===== config.mk =====
export PLATFORM = sky130hd
export DESIGN_NAME = sent_tx_frame_gen
export DESIGN_NICKNAME = d
export VERILOG_FILES = /design/src/rtl/sent_pkg.sv /design/src/rtl/sent_crc4_calc.sv /design/src/rtl/sent_tx_frame_gen.sv
export SDC_FILE = /design/constraint.sdc
export NUM_CORES = 1
export LEC_CHECK = 0
export ABC_CLOCK_PERIOD_IN_PS = 11450
export CAP_MARGIN = 15
export CELL_PAD_IN_SITES_DETAIL_PLACEMENT = 0
export CELL_PAD_IN_SITES_GLOBAL_PLACEMENT = 1
export CORE_ASPECT_RATIO = 0.9
export CORE_MARGIN = 5
export CORE_UTILIZATION = 47
export CTS_CLUSTER_DIAMETER = 100
export DETAILED_ROUTE_END_ITERATION = 12
export PLACE_DENSITY_LB_ADDON = 0.1
export REMOVE_ABC_BUFFERS = 1
export SLEW_MARGIN = 20
export SYNTH_ARGS = -nofsm -noshare
export SYNTH_HDL_FRONTEND = slang
export SYNTH_SLANG_ARGS = --single-unit

===== constraint.sdc =====
create_clock -name clk_tx -period 11.45 [get_ports clk_tx]
set_input_delay 2.29 -clock clk_tx [delete_from_list [all_inputs] [get_ports clk_tx]]
set_output_delay 2.29 -clock clk_tx [all_outputs]
set_load 0.005 [all_outputs]

===== src/rtl/sent_pkg.sv =====
// Shared SENT definitions: timing constants, frame payload, state encoding,
// the J2716 CRC4 lookup table and a nibble selector.
package sent_pkg;

    localparam int unsigned SYNC_TICKS   = 56;
    localparam int unsigned NIBBLE_BASE  = 12;
    localparam int unsigned PAUSE_MIN    = 12;
    localparam int unsigned PAUSE_MAX    = 768;
    localparam logic [3:0]  CRC_SEED     = 4'h5;
    localparam int unsigned DATA_NIBBLES = 6;
    localparam int unsigned PULSE_W      = 10;
    localparam int unsigned SUM_W        = 11;

    typedef enum logic [2:0] {
        ST_IDLE   = 3'd0,
        ST_SYNC   = 3'd1,
        ST_STATUS = 3'd2,
        ST_DATA   = 3'd3,
        ST_CRC    = 3'd4,
        ST_PAUSE  = 3'd5
    } sent_tx_state_t;

    // One fast-channel frame word as captured on accept.
    typedef struct packed {
        logic [3:0]  status;
        logic [23:0] data;
    } sent_frame_t;

    // J2716 recommended CRC4 table.
    function automatic logic [3:0] crc4_table(input logic [3:0] idx);
        logic [3:0] t;
        case (idx)
            4'd0:    t = 4'd0;
            4'd1:    t = 4'd13;
            4'd2:    t = 4'd7;
            4'd3:    t = 4'd10;
            4'd4:    t = 4'd14;
            4'd5:    t = 4'd3;
            4'd6:    t = 4'd9;
            4'd7:    t = 4'd4;
            4'd8:    t = 4'd1;
            4'd9:    t = 4'd12;
            4'd10:   t = 4'd6;
            4'd11:   t = 4'd11;
            4'd12:   t = 4'd15;
            4'd13:   t = 4'd2;
            4'd14:   t = 4'd8;
            default: t = 4'd5;
        endcase
        return t;
    endfunction

    // Data nibble by transmit order; index 0 is the most significant nibble.
    function automatic logic [3:0] data_nibble(input logic [23:0] data, input logic [2:0] idx);
        logic [3:0] n;
        case (idx)
            3'd0:    n = data[23:20];
            3'd1:    n = data[19:16];
            3'd2:    n = data[15:12];
            3'd3:    n = data[11:8];
            3'd4:    n = data[7:4];
            3'd5:    n = data[3:0];
            default: n = 4'h0;
        endcase
        return n;
    endfunction

endpackage


===== src/rtl/sent_crc4_calc.sv =====
// Nibble-serial SENT CRC4 engine (seeded, zero-nibble augmented).
// Ports:
//   clk, rst      clock, asynchronous active-high reset
//   start         load the seed and begin a new CRC
//   nibble_valid  nibble is consumed this clock (while active)
//   nibble        next data nibble
//   crc           running / final CRC value
//   done          one-cycle pulse when crc holds the final value
module sent_crc4_calc
    import sent_pkg::*;
#(
    parameter int unsigned NIBBLES = DATA_NIBBLES
) (
    input  logic       clk,
    input  logic       rst,
    input  logic       start,
    input  logic       nibble_valid,
    input  logic [3:0] nibble,
    output logic [3:0] crc,
    output logic       done
);

    localparam int unsigned CNT_W = $clog2(NIBBLES + 1);
    localparam logic [CNT_W-1:0] CNT_LAST = CNT_W'(NIBBLES);

    logic [3:0]       crc_q;
    logic [CNT_W-1:0] cnt_q;
    logic             active_q;
    logic             done_q;

    // After the last nibble one extra table step performs the augmentation.
    always_ff @(posedge clk or posedge rst) begin
        if (rst) begin
            crc_q    <= 4'h0;
            cnt_q    <= '0;
            active_q <= 1'b0;
            done_q   <= 1'b0;
        end else begin
            done_q <= 1'b0;
            if (start) begin
                crc_q    <= CRC_SEED;
                cnt_q    <= '0;
                active_q <= 1'b1;
            end else if (active_q) begin
                if (cnt_q == CNT_LAST) begin
                    crc_q    <= crc4_table(crc_q);
                    active_q <= 1'b0;
                    done_q   <= 1'b1;
                end else if (nibble_valid) begin
                    crc_q <= crc4_table(crc_q) ^ nibble;
                    cnt_q <= cnt_q + CNT_W'(1);
                end
            end
        end
    end

    assign crc  = crc_q;
    assign done = done_q;

endmodule


===== src/rtl/sent_tx_frame_gen.sv =====
// SENT fast-channel transmitter: accepts a status + 6-nibble word, computes
// its CRC4 and serialises sync/status/data/CRC/(pause) pulses onto sent_tx_o.
// Ports:
//   clk_tx, reset_tx  clock, asynchronous active-high reset
//   frame_valid_i     frame word available
//   frame_ready_o     word accepted this cycle if valid (idle or last frame clock)
//   status_i, data_i  frame word, data_i[23:20] sent first
//   sent_tx_o         SENT line, idle high
//   busy_o            frame in progress
//   frame_done_o      pulse in the last clock of a frame
//   crc_o             CRC of the current/last frame
module sent_tx_frame_gen
    import sent_pkg::*;
#(
    parameter int unsigned TICK_DIV    = 3,
    parameter int unsigned LOW_TICKS   = 5,
    parameter int unsigned PAUSE_EN    = 0,
    parameter int unsigned FRAME_TICKS = 282
) (
    input  logic        clk_tx,
    input  logic        reset_tx,
    input  logic        frame_valid_i,
    output logic        frame_ready_o,
    input  logic [3:0]  status_i,
    input  logic [23:0] data_i,
    output logic        sent_tx_o,
    output logic        busy_o,
    output logic        frame_done_o,
    output logic [3:0]  crc_o
);

    localparam int unsigned DIV_W = (TICK_DIV > 1) ? $clog2(TICK_DIV) : 1;
    localparam logic [DIV_W-1:0]   DIV_LAST = DIV_W'(TICK_DIV - 1);
    localparam logic [PULSE_W-1:0] LOW_LEN  = PULSE_W'(LOW_TICKS);
    localparam logic [2:0]         NIB_LAST = 3'(DATA_NIBBLES - 1);

    sent_tx_state_t     state_q, state_d;
    logic [DIV_W-1:0]   div_q, div_d;
    logic [PULSE_W-1:0] ptick_q, ptick_d;
    logic [2:0]         nib_q, nib_d;

    sent_frame_t        frame_q;
    logic [2:0]         feed_q;
    logic               feed_valid;
    logic [3:0]         crc_val;
    logic               crc_done;

    logic [SUM_W-1:0]   frame_sum;
    logic [SUM_W-1:0]   pause_raw;
    logic [PULSE_W-1:0] pause_len;
    logic [PULSE_W-1:0] cur_len, nxt_len;

    logic accept;
    logic tick_end, pulse_end;
    logic frame_last_d;
    logic tx_d, busy_d, done_d, ready_d;

    // Length in ticks of the pulse a given state/index transmits.
    function automatic logic [PULSE_W-1:0] pulse_len(
        input sent_tx_state_t     st,
        input logic [2:0]         idx,
        input sent_frame_t        fr,
        input logic [3:0]         crc,
        input logic [PULSE_W-1:0] pause
    );
        logic [PULSE_W-1:0] len;
        case (st)
            ST_STATUS: len = PULSE_W'(NIBBLE_BASE) + PULSE_W'(fr.status);
            ST_DATA:   len = PULSE_W'(NIBBLE_BASE) + PULSE_W'(data_nibble(fr.data, idx));
            ST_CRC:    len = PULSE_W'(NIBBLE_BASE) + PULSE_W'(crc);
            ST_PAUSE:  len = pause;
            default:   len = PULSE_W'(SYNC_TICKS);
        endcase
        return len;
    endfunction

    // The pulse whose last clock ends the frame.
    function automatic logic is_final(input sent_tx_state_t st);
        return (PAUSE_EN != 0) ? (st == ST_PAUSE) : (st == ST_CRC);
    endfunction

    assign accept = frame_valid_i && frame_ready_o;

    // Word capture, CRC nibble feed and CRC result holding.
    always_ff @(posedge clk_tx or posedge reset_tx) begin
        if (reset_tx) begin
            frame_q <= '0;
            feed_q  <= 3'(DATA_NIBBLES);
            crc_o   <= 4'h0;
        end else begin
            if (accept) begin
                frame_q.status <= status_i;
                frame_q.data   <= data_i;
                feed_q         <= 3'd0;
            end else if (feed_valid) begin
                feed_q <= feed_q + 3'd1;
            end
            if (crc_done) begin
                crc_o <= crc_val;
            end
        end
    end

    assign feed_valid = (feed_q < 3'(DATA_NIBBLES));

    // CRC runs during SYNC, far ahead of the CRC pulse.
    sent_crc4_calc #(
        .NIBBLES (DATA_NIBBLES)
    ) u_crc (
        .clk          (clk_tx),
        .rst          (reset_tx),
        .start        (accept),
        .nibble_valid (feed_valid),
        .nibble       (data_nibble(frame_q.data, feed_q)),
        .crc          (crc_val),
        .done         (crc_done)
    );

    // Pause pads the frame to FRAME_TICKS, bounded to [PAUSE_MIN, PAUSE_MAX].
    always_comb begin
        frame_sum = SUM_W'(SYNC_TICKS + 8 * NIBBLE_BASE) + SUM_W'(frame_q.status) + SUM_W'(crc_o);
        for (int i = 0; i < int'(DATA_NIBBLES); i++) begin
            frame_sum = frame_sum + SUM_W'(data_nibble(frame_q.data, 3'(i)));
        end
        pause_raw = SUM_W'(FRAME_TICKS) - frame_sum;
        if ((frame_sum > SUM_W'(FRAME_TICKS)) || (pause_raw < SUM_W'(PAUSE_MIN))) begin
            pause_len = PULSE_W'(PAUSE_MIN);
        end else if (pause_raw > SUM_W'(PAUSE_MAX)) begin
            pause_len = PULSE_W'(PAUSE_MAX);
        end else begin
            pause_len = pause_raw[PULSE_W-1:0];
        end
    end

    assign cur_len   = pulse_len(state_q, nib_q, frame_q, crc_o, pause_len);
    assign nxt_len   = pulse_len(state_d, nib_d, frame_q, crc_o, pause_len);
    assign tick_end  = (div_q == DIV_LAST);
    assign pulse_end = tick_end && (ptick_q == cur_len - PULSE_W'(1));

    // State register; outputs are registered from the next-cycle view.
    always_ff @(posedge clk_tx or posedge reset_tx) begin
        if (reset_tx) begin
            state_q       <= ST_IDLE;
            div_q         <= '0;
            ptick_q       <= '0;
            nib_q         <= 3'd0;
            sent_tx_o     <= 1'b1;
            busy_o        <= 1'b0;
            frame_done_o  <= 1'b0;
            frame_ready_o <= 1'b1;
        end else begin
            state_q       <= state_d;
            div_q         <= div_d;
            ptick_q       <= ptick_d;
            nib_q         <= nib_d;
            sent_tx_o     <= tx_d;
            busy_o        <= busy_d;
            frame_done_o  <= done_d;
            frame_ready_o <= ready_d;
        end
    end

    // Next state and tick/pulse counters.
    always_comb begin
        state_d = state_q;
        div_d   = div_q;
        ptick_d = ptick_q;
        nib_d   = nib_q;
        if (state_q == ST_IDLE) begin
            if (accept) begin
                state_d = ST_SYNC;
                div_d   = '0;
                ptick_d = '0;
                nib_d   = 3'd0;
            end
        end else if (!tick_end) begin
            div_d = div_q + DIV_W'(1);
        end else begin
            div_d = '0;
            if (!pulse_end) begin
                ptick_d = ptick_q + PULSE_W'(1);
            end else begin
                ptick_d = '0;
                case (state_q)
                    ST_SYNC: state_d = ST_STATUS;
                    ST_STATUS: begin
                        state_d = ST_DATA;
                        nib_d   = 3'd0;
                    end
                    ST_DATA: begin
                        if (nib_q == NIB_LAST) begin
                            state_d = ST_CRC;
                        end else begin
                            nib_d = nib_q + 3'd1;
                        end
                    end
                    ST_CRC: begin
                        if (PAUSE_EN != 0) begin
                            state_d = ST_PAUSE;
                        end else begin
                            state_d = accept ? ST_SYNC : ST_IDLE;
                        end
                    end
                    ST_PAUSE: state_d = accept ? ST_SYNC : ST_IDLE;
                    default:  state_d = ST_IDLE;
                endcase
            end
        end
    end

    // Output values for the next clock; ready doubles as the frame-end marker.
    always_comb begin
        frame_last_d = is_final(state_d) && (div_d == DIV_LAST) &&
                       (ptick_d == nxt_len - PULSE_W'(1));
        tx_d    = 1'b1;
        busy_d  = 1'b0;
        done_d  = frame_last_d;
        ready_d = 1'b1;
        if (state_d != ST_IDLE) begin
            tx_d    = (ptick_d >= LOW_LEN);
            busy_d  = 1'b1;
            ready_d = frame_last_d;
        end
    end

endmodule


==> metrics.md <==
| Metric | Value |
|---|---|
| Antenna Nets Post-Route | 0 |
| Worst skew pair latency | 0.35 ns |
| # DRC | 0 |
| GR Layer Usage met3 | 4.37% |
| Tightest Pin Transition | 0.885 ns |
| Postcts setup bufs | 0 |
| Die ar. | 15900 um2 |
| Root buffer cell | clkbuf_16 |
| Via density | 6.01 |
| Number of diodes | 0 |
| Synth warnings | 0 |
| Vias | 5747 |
| Die Y | 120 um |
| Gpl congestion | 0.943 |
| Main synth FF type | dfrtp_1 |
| MaxCap Viol Count | 0 |
| CTS tree | built |
| Post-synthesis sequential area ratio | 26.1% |
| RSZ-0062 raised after global routing | no |
| Distinct cells, synth | 94 |
| EDFF count, synth | 0 |
| Routed len/inst | 20.0 um |
| Vias in the first global route | 5573 |
| Clk sinks | 66 |
| Met2 usage | 36.2% |
| Initial Util | 47.7% |
| Min Clock Period, post-route | 10.49 ns |
| Global route total overflow | 0 |
| Post-Syn Instances | 759 |
| Row count | 40 |
| Clk_skew | 0.00800 ns |
| Die width | 133 um |
| Share of cells above drive strength 1 | 8.63% |
| Drt pass-1 iters | 5 |
| Status | finished clean |
| I/O pins | 39 |
| Post-synthesis instance area | 6350 um2 |
| Post-synthesis async set-or-reset flop share | 100% |
| Syn-to-layout area delta | 12.1% |
| Final setup fails | 0 |
| DRT iter0 DRCs | 637 |
| Pin count of the biggest net entering global routing | 67 |
| First-pass GRT wire length | 30600 um |
| Slowest CP cell | fa_1 |
| Clk slew on worst S/H paths | 0.06 ns |
| Hold Vio Cnt, Final | 0 |
| Fin nets | 869 |
| Worst setup SP type | flip-flop |
| CP required | 11.73 ns |
| Crit-path most repeated cell | fa_1 |
| Most used routing layer | met1 |
| Rel. slew slack | 41.0% |
| Crit share post-route | 91.6% |
| Cts hold-fix bufs | 0 |
| PortBufs | 38 |
| Core ar. | 13300 um2 |
| Crit Path Category | reg -> reg |
| Antenna violations before repair | 0 |
| FILL cells | 1252 |
| Average size of a mapped cell | 8.37 um2 |
| Critical path arrival | 10.77 ns |
| CP Capture Type | flip-flop |
| Post-detail-place hpwl | 14700 um |
| Slew Limit Fails | 0 |
| Post-Route WL | 19200 um |
| Crit Path Max Fanout | 15 |
| Met1 usage | 36.7% |
| Fmax | 95.4 MHz |
| TNS Setup | 0 ns |
| H-tree depth | 3 |
| FF+latch count, synth | 66 |
| CTS resizes | 0 |
| Hold Crit Class | reg -> reg |
| Maximum clock insertion buffer count | 2 |
| Total Routing Usage GR | 24.5% |
| Max incr delay on CP | 0.57 ns |
| Num CTS Buffers | 9 |
area by class of cell:
class                   count  area (um2)  share of cell area [%]
repair buffers             46         440                    6.19
well taps                 168         210                    2.95
flip-flops and latches     66        1660                    23.3
inverters                  69         259                    3.64
clock buffers              10         239                    3.36
clock inverters             6        65.1                   0.914
multi-input cells         591        4250                    59.7
stage by stage:
step / std cells / hold WS [ns] / setup slack, ns / instance area [um2] / util [%]
detailed placement: 940 / 0.502 / 1.11 / 6820 / 51.2
global route: 956 / 0.562 / 0.340 / 7120 / 53.5
finish: 956 / 0.513 / 0.963 / 7120 / 53.5
floorplan: 726 / 0.480 / 1.65 / 6160 / -
CTS: 956 / 0.520 / 1.10 / 7120 / 53.5
global placement: 940 / 0.496 / 1.32 / 6820 / 51.2
registers in the layout (all words and copies together) (netlist names):
register	flops
nib_q	3
frame_q	28
crc_o	4
busy_o	1
feed_q	3
u_crc.crc	4
u_crc.active_q	1
frame_ready_o	1
ptick_q	10
state_q	3
sent_tx_o	1
u_crc.done	1
u_crc.cnt_q	3
div_q	2
frame_done_o	1
cell usage after synthesis, types with 4 or more instances:
library cell | count | area, um2
buf_6 | 6 | 67.6
o221ai_1 | 5 | 43.8
and2_1 | 8 | 50.1
o21ai_0 | 52 | 260
nor3_1 | 15 | 75.1
nand2_1 | 117 | 439
clkbuf_1 | 19 | 71.3
xnor2_1 | 14 | 123
or3_1 | 8 | 50.1
nand4_1 | 5 | 31.3
dfrtp_1 | 62 | 1550
a22oi_1 | 7 | 52.6
a221oi_1 | 6 | 52.6
buf_1 | 4 | 15.0
mux2i_1 | 16 | 160
xor2_1 | 16 | 140
nand3_1 | 26 | 130
a21o_1 | 4 | 30.0
nor2_1 | 38 | 143
a31oi_1 | 4 | 25.0
fa_1 | 23 | 460
inv_1 | 68 | 255
a211oi_1 | 7 | 52.6
a22o_1 | 4 | 35.0
nor2b_1 | 9 | 56.3
a21oi_1 | 35 | 175
ha_1 | 32 | 400
o21ai_1 | 6 | 30.0
nand2b_1 | 13 | 81.3
o211ai_1 | 4 | 30.0
dfstp_2 | 4 | 105
o22ai_1 | 9 | 56.3
a21oi_2 | 4 | 35.0
mux2_2 | 9 | 101
and3_1 | 12 | 75.1
routing by layer:
| metal | share of wire, % | vias to the layer above |
|---|---|---|
| li1 | - | 2741 |
| met1 | 49 | 2766 |
| met2 | 43 | 213 |
| met3 | 6.9 | 27 |
| met4 | 1.6 | 0 |
| met5 | 0 | - |
placed cells by master, fill, tap and decap left out, types with 4 or more instances in the layout:
cell type / instances
o21ai_0: 52
dfrtp_1: 62
xnor2_1: 14
nor2_1: 38
and3_1: 12
o211ai_1: 4
nand2b_1: 13
a21o_1: 4
nand3_1: 26
and2_1: 7
fa_1: 23
o221ai_1: 5
xor2_1: 16
inv_1: 67
clkdlybuf4s50_1: 38
a221oi_1: 6
a22o_1: 4
clkbuf_16: 9
buf_4: 8
nand2_1: 117
mux2_2: 9
nor2b_1: 9
a22oi_1: 7
a21oi_2: 4
nor3_1: 15
a211oi_1: 7
o22ai_1: 9
o21ai_1: 6
nand4_1: 5
or3_1: 8
dfstp_2: 4
a21oi_1: 35
a31oi_1: 4
mux2i_1: 16
ha_1: 32
cells by family after synthesis:
| kind of cell | Yosys count | share of synthesized area [%] |
|---|---|---|
| DFF | 66 | 26.1 |
| AOI/OAI and AO/OA | 195 | 21.7 |
| adders and majority gates | 55 | 13.6 |
| buffers and inverters | 102 | 7.01 |
| muxes | 26 | 4.33 |
| xor gates and xnor gates | 32 | 4.75 |
| and+or+nand+nor | 283 | 22.6 |
worst max-delay path, delay by kind of cell, from the launching register on:
family	cells	cell delay (ns)
fa+ha+maj	8	3.24
simple gates	10	3.00
compound gates	13	2.81
mux	2	0.47
xor+xnor	1	0.37
flops	1	0.35
buf+inv	2	0.17
final timing paths:
kind	cells after the start	endpoint	slack [ns]	startpoint
worst max-delay path	36	frame_ready_o	0.96	crc_o[2]
worst min-delay path	2	u_crc.active_q	0.51	u_crc.active_q
worst max register to register	36	frame_ready_o	0.96	crc_o[2]
worst min register to register	2	u_crc.active_q	0.51	u_crc.active_q
max in group asynchronous	3	frame_q[4]	8.34	reset_tx
min in group asynchronous	3	frame_q[22]	2.53	reset_tx
Power is left out: the tool's default activity adds up to more than one toggle a clock period on the data nets, which glitch-free logic cannot reach.
